## src/rtl/alu_seq_pkg.sv

```systemverilog
// Shared definitions for the ALU operation sequencer.
// Contents: ALU control codes, sequencer FSM state encoding, command word width helper.
package alu_seq_pkg;

    localparam int unsigned OP_W = 3;

    // ALU control codes presented on alu_crl
    localparam logic [OP_W-1:0] OP_ADD = 3'd0;
    localparam logic [OP_W-1:0] OP_SUB = 3'd1;
    localparam logic [OP_W-1:0] OP_NOT = 3'd2;
    localparam logic [OP_W-1:0] OP_AND = 3'd3;
    localparam logic [OP_W-1:0] OP_OR  = 3'd4;
    localparam logic [OP_W-1:0] OP_XOR = 3'd5;
    localparam logic [OP_W-1:0] OP_LT  = 3'd6;
    localparam logic [OP_W-1:0] OP_EQ  = 3'd7;

    typedef enum logic [1:0] {
        ST_IDLE  = 2'd0,
        ST_DRIVE = 2'd1,
        ST_RESP  = 2'd2
    } seq_state_t;

    // Command word is {op, a, b}
    function automatic int unsigned cmd_width(input int unsigned w);
        return 2 * w + OP_W;
    endfunction

endpackage

```

## src/rtl/alu_seq_fifo.sv

```systemverilog
// Synchronous command FIFO for the ALU sequencer.
// Ports: clk, rst_n (async active-low); push/wdata write side; pop/rdata read side
// (rdata shows the head entry); full/empty status. Push on full and pop on empty are ignored.
module alu_seq_fifo
    import alu_seq_pkg::*;
#(
    parameter int unsigned DW    = 11,
    parameter int unsigned DEPTH = 4
) (
    input  logic          clk,
    input  logic          rst_n,
    input  logic          push,
    input  logic [DW-1:0] wdata,
    input  logic          pop,
    output logic [DW-1:0] rdata,
    output logic          full,
    output logic          empty
);

    localparam int unsigned AW = $clog2(DEPTH);

    logic [DW-1:0] mem [DEPTH];
    // Pointers carry one extra wrap bit to tell full from empty
    logic [AW:0]   wr_ptr;
    logic [AW:0]   rd_ptr;
    logic          do_push;
    logic          do_pop;

    assign do_push = push && !full;
    assign do_pop  = pop && !empty;

    assign empty = (wr_ptr == rd_ptr);
    assign full  = (wr_ptr[AW] != rd_ptr[AW]) && (wr_ptr[AW-1:0] == rd_ptr[AW-1:0]);
    assign rdata = mem[rd_ptr[AW-1:0]];

    // Pointer update
    always_ff @(posedge clk or negedge rst_n) begin
        if (!rst_n) begin
            wr_ptr <= '0;
            rd_ptr <= '0;
        end else begin
            if (do_push) wr_ptr <= wr_ptr + (AW+1)'(1);
            if (do_pop)  rd_ptr <= rd_ptr + (AW+1)'(1);
        end
    end

    // Storage, no reset needed: contents are only read behind a valid pointer
    always_ff @(posedge clk) begin
        if (do_push) mem[wr_ptr[AW-1:0]] <= wdata;
    end

endmodule

```

## src/rtl/alu_op_sequencer.sv

```systemverilog
// ALU operation sequencer: queues commands, drives a combinational ALU one command at a
// time, waits ALU_LAT cycles, captures result/flags and offers them downstream.
// Ports: cmd_* upstream valid/ready command port; alu_a/alu_b/alu_crl registered ALU
// operands/ctrl; alu_result/alu_carry/alu_overflow/alu_zero ALU outputs; rsp_* downstream
// valid/ready response port; busy = work queued or in flight.
// Optional: define ALU_SEQ_STICKY_FLAGS_EN to add sticky_clr/sticky_carry/sticky_ovf.
module alu_op_sequencer
    import alu_seq_pkg::*;
#(
    parameter int unsigned WIDTH     = 4,
    parameter int unsigned CMD_DEPTH = 4,
    parameter int unsigned ALU_LAT   = 1
) (
    input  logic             clk,
    input  logic             rst_n,
    input  logic             cmd_valid,
    output logic             cmd_ready,
    input  logic [2:0]       cmd_op,
    input  logic [WIDTH-1:0] cmd_a,
    input  logic [WIDTH-1:0] cmd_b,
    output logic [WIDTH-1:0] alu_a,
    output logic [WIDTH-1:0] alu_b,
    output logic [2:0]       alu_crl,
    input  logic [WIDTH-1:0] alu_result,
    input  logic             alu_carry,
    input  logic             alu_overflow,
    input  logic             alu_zero,
    output logic             rsp_valid,
    input  logic             rsp_ready,
    output logic [2:0]       rsp_op,
    output logic [WIDTH-1:0] rsp_result,
    output logic             rsp_carry,
    output logic             rsp_overflow,
    output logic             rsp_zero,
    output logic             busy
`ifdef ALU_SEQ_STICKY_FLAGS_EN
    ,
    input  logic             sticky_clr,
    output logic             sticky_carry,
    output logic             sticky_ovf
`endif
);

    localparam int unsigned CMD_W = cmd_width(WIDTH);
    localparam int unsigned CNT_W = $clog2(ALU_LAT + 1);

    seq_state_t       state;
    logic [CNT_W-1:0] wait_cnt;

    logic             fifo_full;
    logic             fifo_empty;
    logic [CMD_W-1:0] fifo_wdata;
    logic [CMD_W-1:0] fifo_rdata;
    logic             push_c;
    logic             pop_c;
    logic             capture_c;
    logic [2:0]       head_op;
    logic [WIDTH-1:0] head_a;
    logic [WIDTH-1:0] head_b;

    assign cmd_ready  = !fifo_full;
    assign push_c     = cmd_valid && !fifo_full;
    assign fifo_wdata = {cmd_op, cmd_a, cmd_b};

    assign head_op = fifo_rdata[CMD_W-1 -: 3];
    assign head_a  = fifo_rdata[2*WIDTH-1 -: WIDTH];
    assign head_b  = fifo_rdata[WIDTH-1:0];

    // Pop only from registered FIFO state, so a same-cycle push into an empty FIFO waits
    assign pop_c = !fifo_empty &&
                   ((state == ST_IDLE) || ((state == ST_RESP) && rsp_ready));

    assign capture_c = (state == ST_DRIVE) && (wait_cnt == CNT_W'(1));
    assign busy      = !fifo_empty || (state != ST_IDLE);

    alu_seq_fifo #(
        .DW    (CMD_W),
        .DEPTH (CMD_DEPTH)
    ) u_fifo (
        .clk   (clk),
        .rst_n (rst_n),
        .push  (push_c),
        .wdata (fifo_wdata),
        .pop   (pop_c),
        .rdata (fifo_rdata),
        .full  (fifo_full),
        .empty (fifo_empty)
    );

    // Sequencer FSM with registered ALU drive and response outputs
    always_ff @(posedge clk or negedge rst_n) begin
        if (!rst_n) begin
            state        <= ST_IDLE;
            wait_cnt     <= '0;
            alu_a        <= '0;
            alu_b        <= '0;
            alu_crl      <= '0;
            rsp_valid    <= 1'b0;
            rsp_op       <= '0;
            rsp_result   <= '0;
            rsp_carry    <= 1'b0;
            rsp_overflow <= 1'b0;
            rsp_zero     <= 1'b0;
        end else begin
            case (state)
                ST_IDLE: begin
                    if (pop_c) begin
                        alu_a    <= head_a;
                        alu_b    <= head_b;
                        alu_crl  <= head_op;
                        wait_cnt <= CNT_W'(ALU_LAT);
                        state    <= ST_DRIVE;
                    end
                end
                ST_DRIVE: begin
                    wait_cnt <= wait_cnt - CNT_W'(1);
                    if (capture_c) begin
                        rsp_op       <= alu_crl;
                        rsp_result   <= alu_result;
                        rsp_carry    <= alu_carry;
                        rsp_overflow <= alu_overflow;
                        rsp_zero     <= alu_zero;
                        rsp_valid    <= 1'b1;
                        state        <= ST_RESP;
                    end
                end
                ST_RESP: begin
                    if (rsp_ready) begin
                        rsp_valid <= 1'b0;
                        if (pop_c) begin
                            alu_a    <= head_a;
                            alu_b    <= head_b;
                            alu_crl  <= head_op;
                            wait_cnt <= CNT_W'(ALU_LAT);
                            state    <= ST_DRIVE;
                        end else begin
                            state <= ST_IDLE;
                        end
                    end
                end
                default: state <= ST_IDLE;
            endcase
        end
    end

`ifdef ALU_SEQ_STICKY_FLAGS_EN
    // Sticky flags: a capture in the same cycle as a clear wins
    always_ff @(posedge clk or negedge rst_n) begin
        if (!rst_n) begin
            sticky_carry <= 1'b0;
            sticky_ovf   <= 1'b0;
        end else begin
            sticky_carry <= (sticky_carry & ~sticky_clr) | (capture_c & alu_carry);
            sticky_ovf   <= (sticky_ovf & ~sticky_clr) | (capture_c & alu_overflow);
        end
    end
`endif

endmodule
```

## config.mk

```make
export PLATFORM = sky130hd
export DESIGN_NAME = alu_op_sequencer
export DESIGN_NICKNAME = d
export VERILOG_FILES = /design/src/rtl/alu_seq_pkg.sv /design/src/rtl/alu_seq_fifo.sv /design/src/rtl/alu_op_sequencer.sv
export SDC_FILE = /design/constraint.sdc
export NUM_CORES = 1
export LEC_CHECK = 0
export ABC_AREA = 1
export BUFFER_PORTS_ARGS = -buffer_cell sky130_fd_sc_hd__buf_2
export CORE_ASPECT_RATIO = 1.25
export CORE_MARGIN = 8
export CORE_UTILIZATION = 56
export DETAILED_ROUTE_END_ITERATION = 8
export PLACE_DENSITY_LB_ADDON = 0.05
export SLEW_MARGIN = 15
export SYNTH_ARGS = -nofsm -noshare
export SYNTH_HDL_FRONTEND = slang
export SYNTH_SLANG_ARGS = --single-unit
```

## constraint.sdc

```tcl
create_clock -name clk -period 2.15 [get_ports clk]
set_input_delay 0.43 -clock clk [delete_from_list [all_inputs] [get_ports clk]]
set_output_delay 0.43 -clock clk [all_outputs]
set_load 0.02 [all_outputs]
```

==> results.sh <==
export IMPL_critical_path_class="reg -> out"
export IMPL_slew_violations=0
export IMPL_peakVddDrop_mv=0.684
export IMPL_num_rows=30
export IMPL_p_per_area_nw_per_um2=1550
export IMPL_fin_crit_ps=1940
export IMPL_cts_made_buffers=9
export IMPL_ctsHtreeMaxLevel=3
export IMPL_crit_required_ps=1720
export IMPL_timing_rr_start="u_fifo.rd_ptr[1]"
export IMPL_fin_skew_ps=6.85
export IMPL_grt_start_max_net_pins=32
export IMPL_met2WireLength_um=2630
export IMPL_syn_avg_cell_area_sq_um=12.0
export IMPL_chipWidth_um=81.8
export IMPL_drv_cap=0
export IMPL_synth_cells=252
export IMPL_crit_arrival_ps=1510
export IMPL_synthToLayoutAreaGrowth_pct=15.8
export IMPL_power_switching_w=0.00212
export IMPL_grt_remaining_overflow=0
export IMPL_worst_slew_pin_slew_ps=675
export IMPL_die_area_sq_um=8040
export IMPL_route_detailed_drc=0
export IMPL_yosysSeqAreaShare_pct=69.1
export IMPL_routedWlPerCell_um=14.9
export IMPL_regArea_sq_um=2100
export IMPL_final_antenna_net_count=0
export IMPL_drt_iter0_drc=75
export IMPL_start_util_pct=56.9
export IMPL_cts_resized=0
export IMPL_path_common_cell="nand2_1"
export IMPL_synthTopCellsByArea="edfxtp_1 44%, dfrtp_1 26%, nand2_1 7.1%, o21ai_0 4.3%, mux2_2 3.7%"
export IMPL_setup_viol=0
export IMPL_syn_nets=279
export IMPL_end_kind="output pin"
export IMPL_cts_reportedPaths_clkPinSlew_ps=80
export IMPL_wl_um=5550
export IMPL_cts_tree="done"
export IMPL_slew_headroom_pct=55.0
export IMPL_fin_crit_sh_pct=90.1
export IMPL_yosysWarnings=0
export IMPL_startpoint_type="flop"
export IMPL_p_leak_nw=1.53
export IMPL_cts_root_buf="clkbuf_8"
export IMPL_r2r_setup_slack_ps=480
export IMPL_wl_met1_um=2380
export IMPL_drive_above_1_share_pct=28.2
export IMPL_fin_cells=373
export IMPL_ys_types=23
export IMPL_critical_path_max_stage_delay_ps=430
export IMPL_p_clk_share_pct=19.3
export IMPL_portBuffers=45
export IMPL_coreArea_sq_um=5330
export IMPL_intPower_w=0.00333
export IMPL_grtUsageTotal_pct=14.7
export IMPL_place_inst=357
export IMPL_multiInputGateArea_sq_um=798
export IMPL_fin_nets=331
export IMPL_grt_pass1_vias=1846
export IMPL_combPwrFrac_pct=39.2
export IMPL_fmaxAchievable_mhz=516
export IMPL_place_congestion=0.946
export IMPL_switching_share_pct=38.9
export IMPL_outcome="completed"
export IMPL_path_max_fanout=12
export IMPL_grt_pass1_wl_um=8780
export IMPL_min_path_type="in -> async"
export IMPL_vias_per_cell=5.07
export IMPL_met3WireLength_um=325
export IMPL_dpl_hpwl_um=4180
export IMPL_r2r_end="u_fifo.mem[1][0]"
export IMPL_ys_seq_elements=75
export IMPL_drt_pre_antenna_iters=4
export IMPL_nFillCells=413
export IMPL_seqPwrFrac_pct=41.5
export IMPL_cts_setup_buffers=0
export IMPL_numClockSinks=75
export IMPL_num_io_pins=46
export IMPL_cts_hold_buf=0
export IMPL_cp_slowest_cell="dfrtp_1"
export IMPL_tns_ps=0
export IMPL_n_antenna_cell=0
export IMPL_yosysTopAreaCellShare_pct=43.6
export IMPL_synth_area_leader_cell="edfxtp_1"
export IMPL_syn_area_sq_um=3030
export IMPL_top_layer="met4"
export IMPL_reg2regPathDepth=7
export IMPL_clk_path_buf_depth=2
export IMPL_dr_total_vias=1891
export IMPL_antenna_found_initial=0
export IMPL_die_h_um=98.3
export IMPL_path_cells="inv_1 > nand2_1 > nand2_1 > nand3_1 > buf_2"
export IMPL_grt_setup_unrepaired="no"
export IMPL_insertion_delay_ps=340
export IMPL_hold_viol=0
## critical path, delay by kind of cell, from the launching register on
| family | cells | cell delay [ps] |
|---|---|---|
| DFF | 1 | 430 |
| buffers and inverters | 2 | 410 |
| and+or+nand+nor | 3 | 310 |
## power by group through the flow
stage               clock network, W  logic, W  registers (W)
floorplan                          0   0.00141        0.00250
global placement                   0   0.00214        0.00228
detailed placement                 0   0.00216        0.00230
CTS                          0.00108   0.00217        0.00227
global route                 0.00113   0.00238        0.00232
finish                       0.00105   0.00214        0.00226
## registers in the layout, summed over array words and instances (netlist names)
name,flops
u_fifo.rd_ptr,3
rsp_result,4
wait_cnt,1
alu_crl,3
u_fifo.mem,44
alu_b,4
rsp_carry,1
u_fifo.wr_ptr,3
rsp_valid,1
alu_a,4
rsp_op,3
rsp_overflow,1
rsp_zero,1
state,2
## logic make-up after synthesis
family | count (synthesis) | share of synthesized area (%)
DFF | 75 | 69.1
muxes | 10 | 3.71
buffers and inverters | 27 | 4.54
adders and majority gates | 5 | 2.06
AOI/OAI and AO/OA | 38 | 6.72
and+or+nand+nor | 94 | 12.7
xor gates and xnor gates | 3 | 1.11
## per-layer routing
metal,vias to the layer above,track usage [%]
li1,953,-
met1,865,18.2
met2,57,21.0
met3,16,3.13
met4,0,12.2
met5,-,0
## cell usage in the layout (no fill, tap or decap), types with 2 or more instances in the layout
| cell | count |
|---|---|
| nand2_1 | 57 |
| clkbuf_8 | 9 |
| clkinvlp_4 | 3 |
| o22ai_1 | 11 |
| o21ai_0 | 26 |
| dfrtp_1 | 31 |
| nand2_2 | 5 |
| buf_4 | 6 |
| mux2_2 | 10 |
| edfxtp_1 | 44 |
| nor2_1 | 27 |
| xnor2_1 | 2 |
| buf_2 | 45 |
| ha_1 | 5 |
| inv_1 | 16 |
## through the flow
step                      utilization (%)  power (W)  hold slack [ps]  area, sq um  setup WS (ps)
after floorplan                         -    0.00391              134         3030            219
after detailed placement             62.1    0.00445              460         3310            499
final                                65.9    0.00545              121         3510            213
after global routing                 65.9    0.00583              164         3510           42.9
after CTS                            65.9    0.00551              122         3510            192
after global placement               62.1    0.00442              457         3310            550
## worst max path at each step
stage	start	to	slack (ps)	cells past startpoint
2_1_floorplan	u_fifo.rd_ptr[0]	u_fifo.mem[0][0]	220	5
3_3_place_gp	u_fifo.rd_ptr[1]	u_fifo.mem[0][2]	550	7
3_5_place_dp	u_fifo.rd_ptr[1]	u_fifo.mem[1][6]	500	7
4_1_cts	u_fifo.rd_ptr[1]	cmd_ready	190	5
5_1_grt	u_fifo.rd_ptr[1]	cmd_ready	40	5
6_report	u_fifo.rd_ptr[1]	cmd_ready	210	5
## area by class of cell
cell class / count / area share (%)
Multi-Input combinational cell: 150 / 22.7
Inverter: 17 / 1.89
Timing Repair Buffer: 51 / 7.69
Clock buffer: 9 / 3.53
Clock inverter: 7 / 2.21
Sequential cell: 75 / 59.7
Tap cell: 64 / 2.28
## Yosys cell counts
master / number
a21oi_1: 1
buf_1: 1
buf_2: 3
buf_6: 4
clkbuf_1: 2
dfrtp_1: 31
edfxtp_1: 44
ha_1: 5
inv_1: 16
inv_4: 1
mux2_2: 10
nand2_1: 57
nand2_2: 5
nand2_4: 1
nand3_1: 1
nand3_2: 1
nand4_1: 1
nor2_1: 27
nor2_2: 1
o21ai_0: 26
o22ai_1: 11
xnor2_1: 2
xnor2_2: 1
Note: power is estimated with default switching activity, not from simulation.
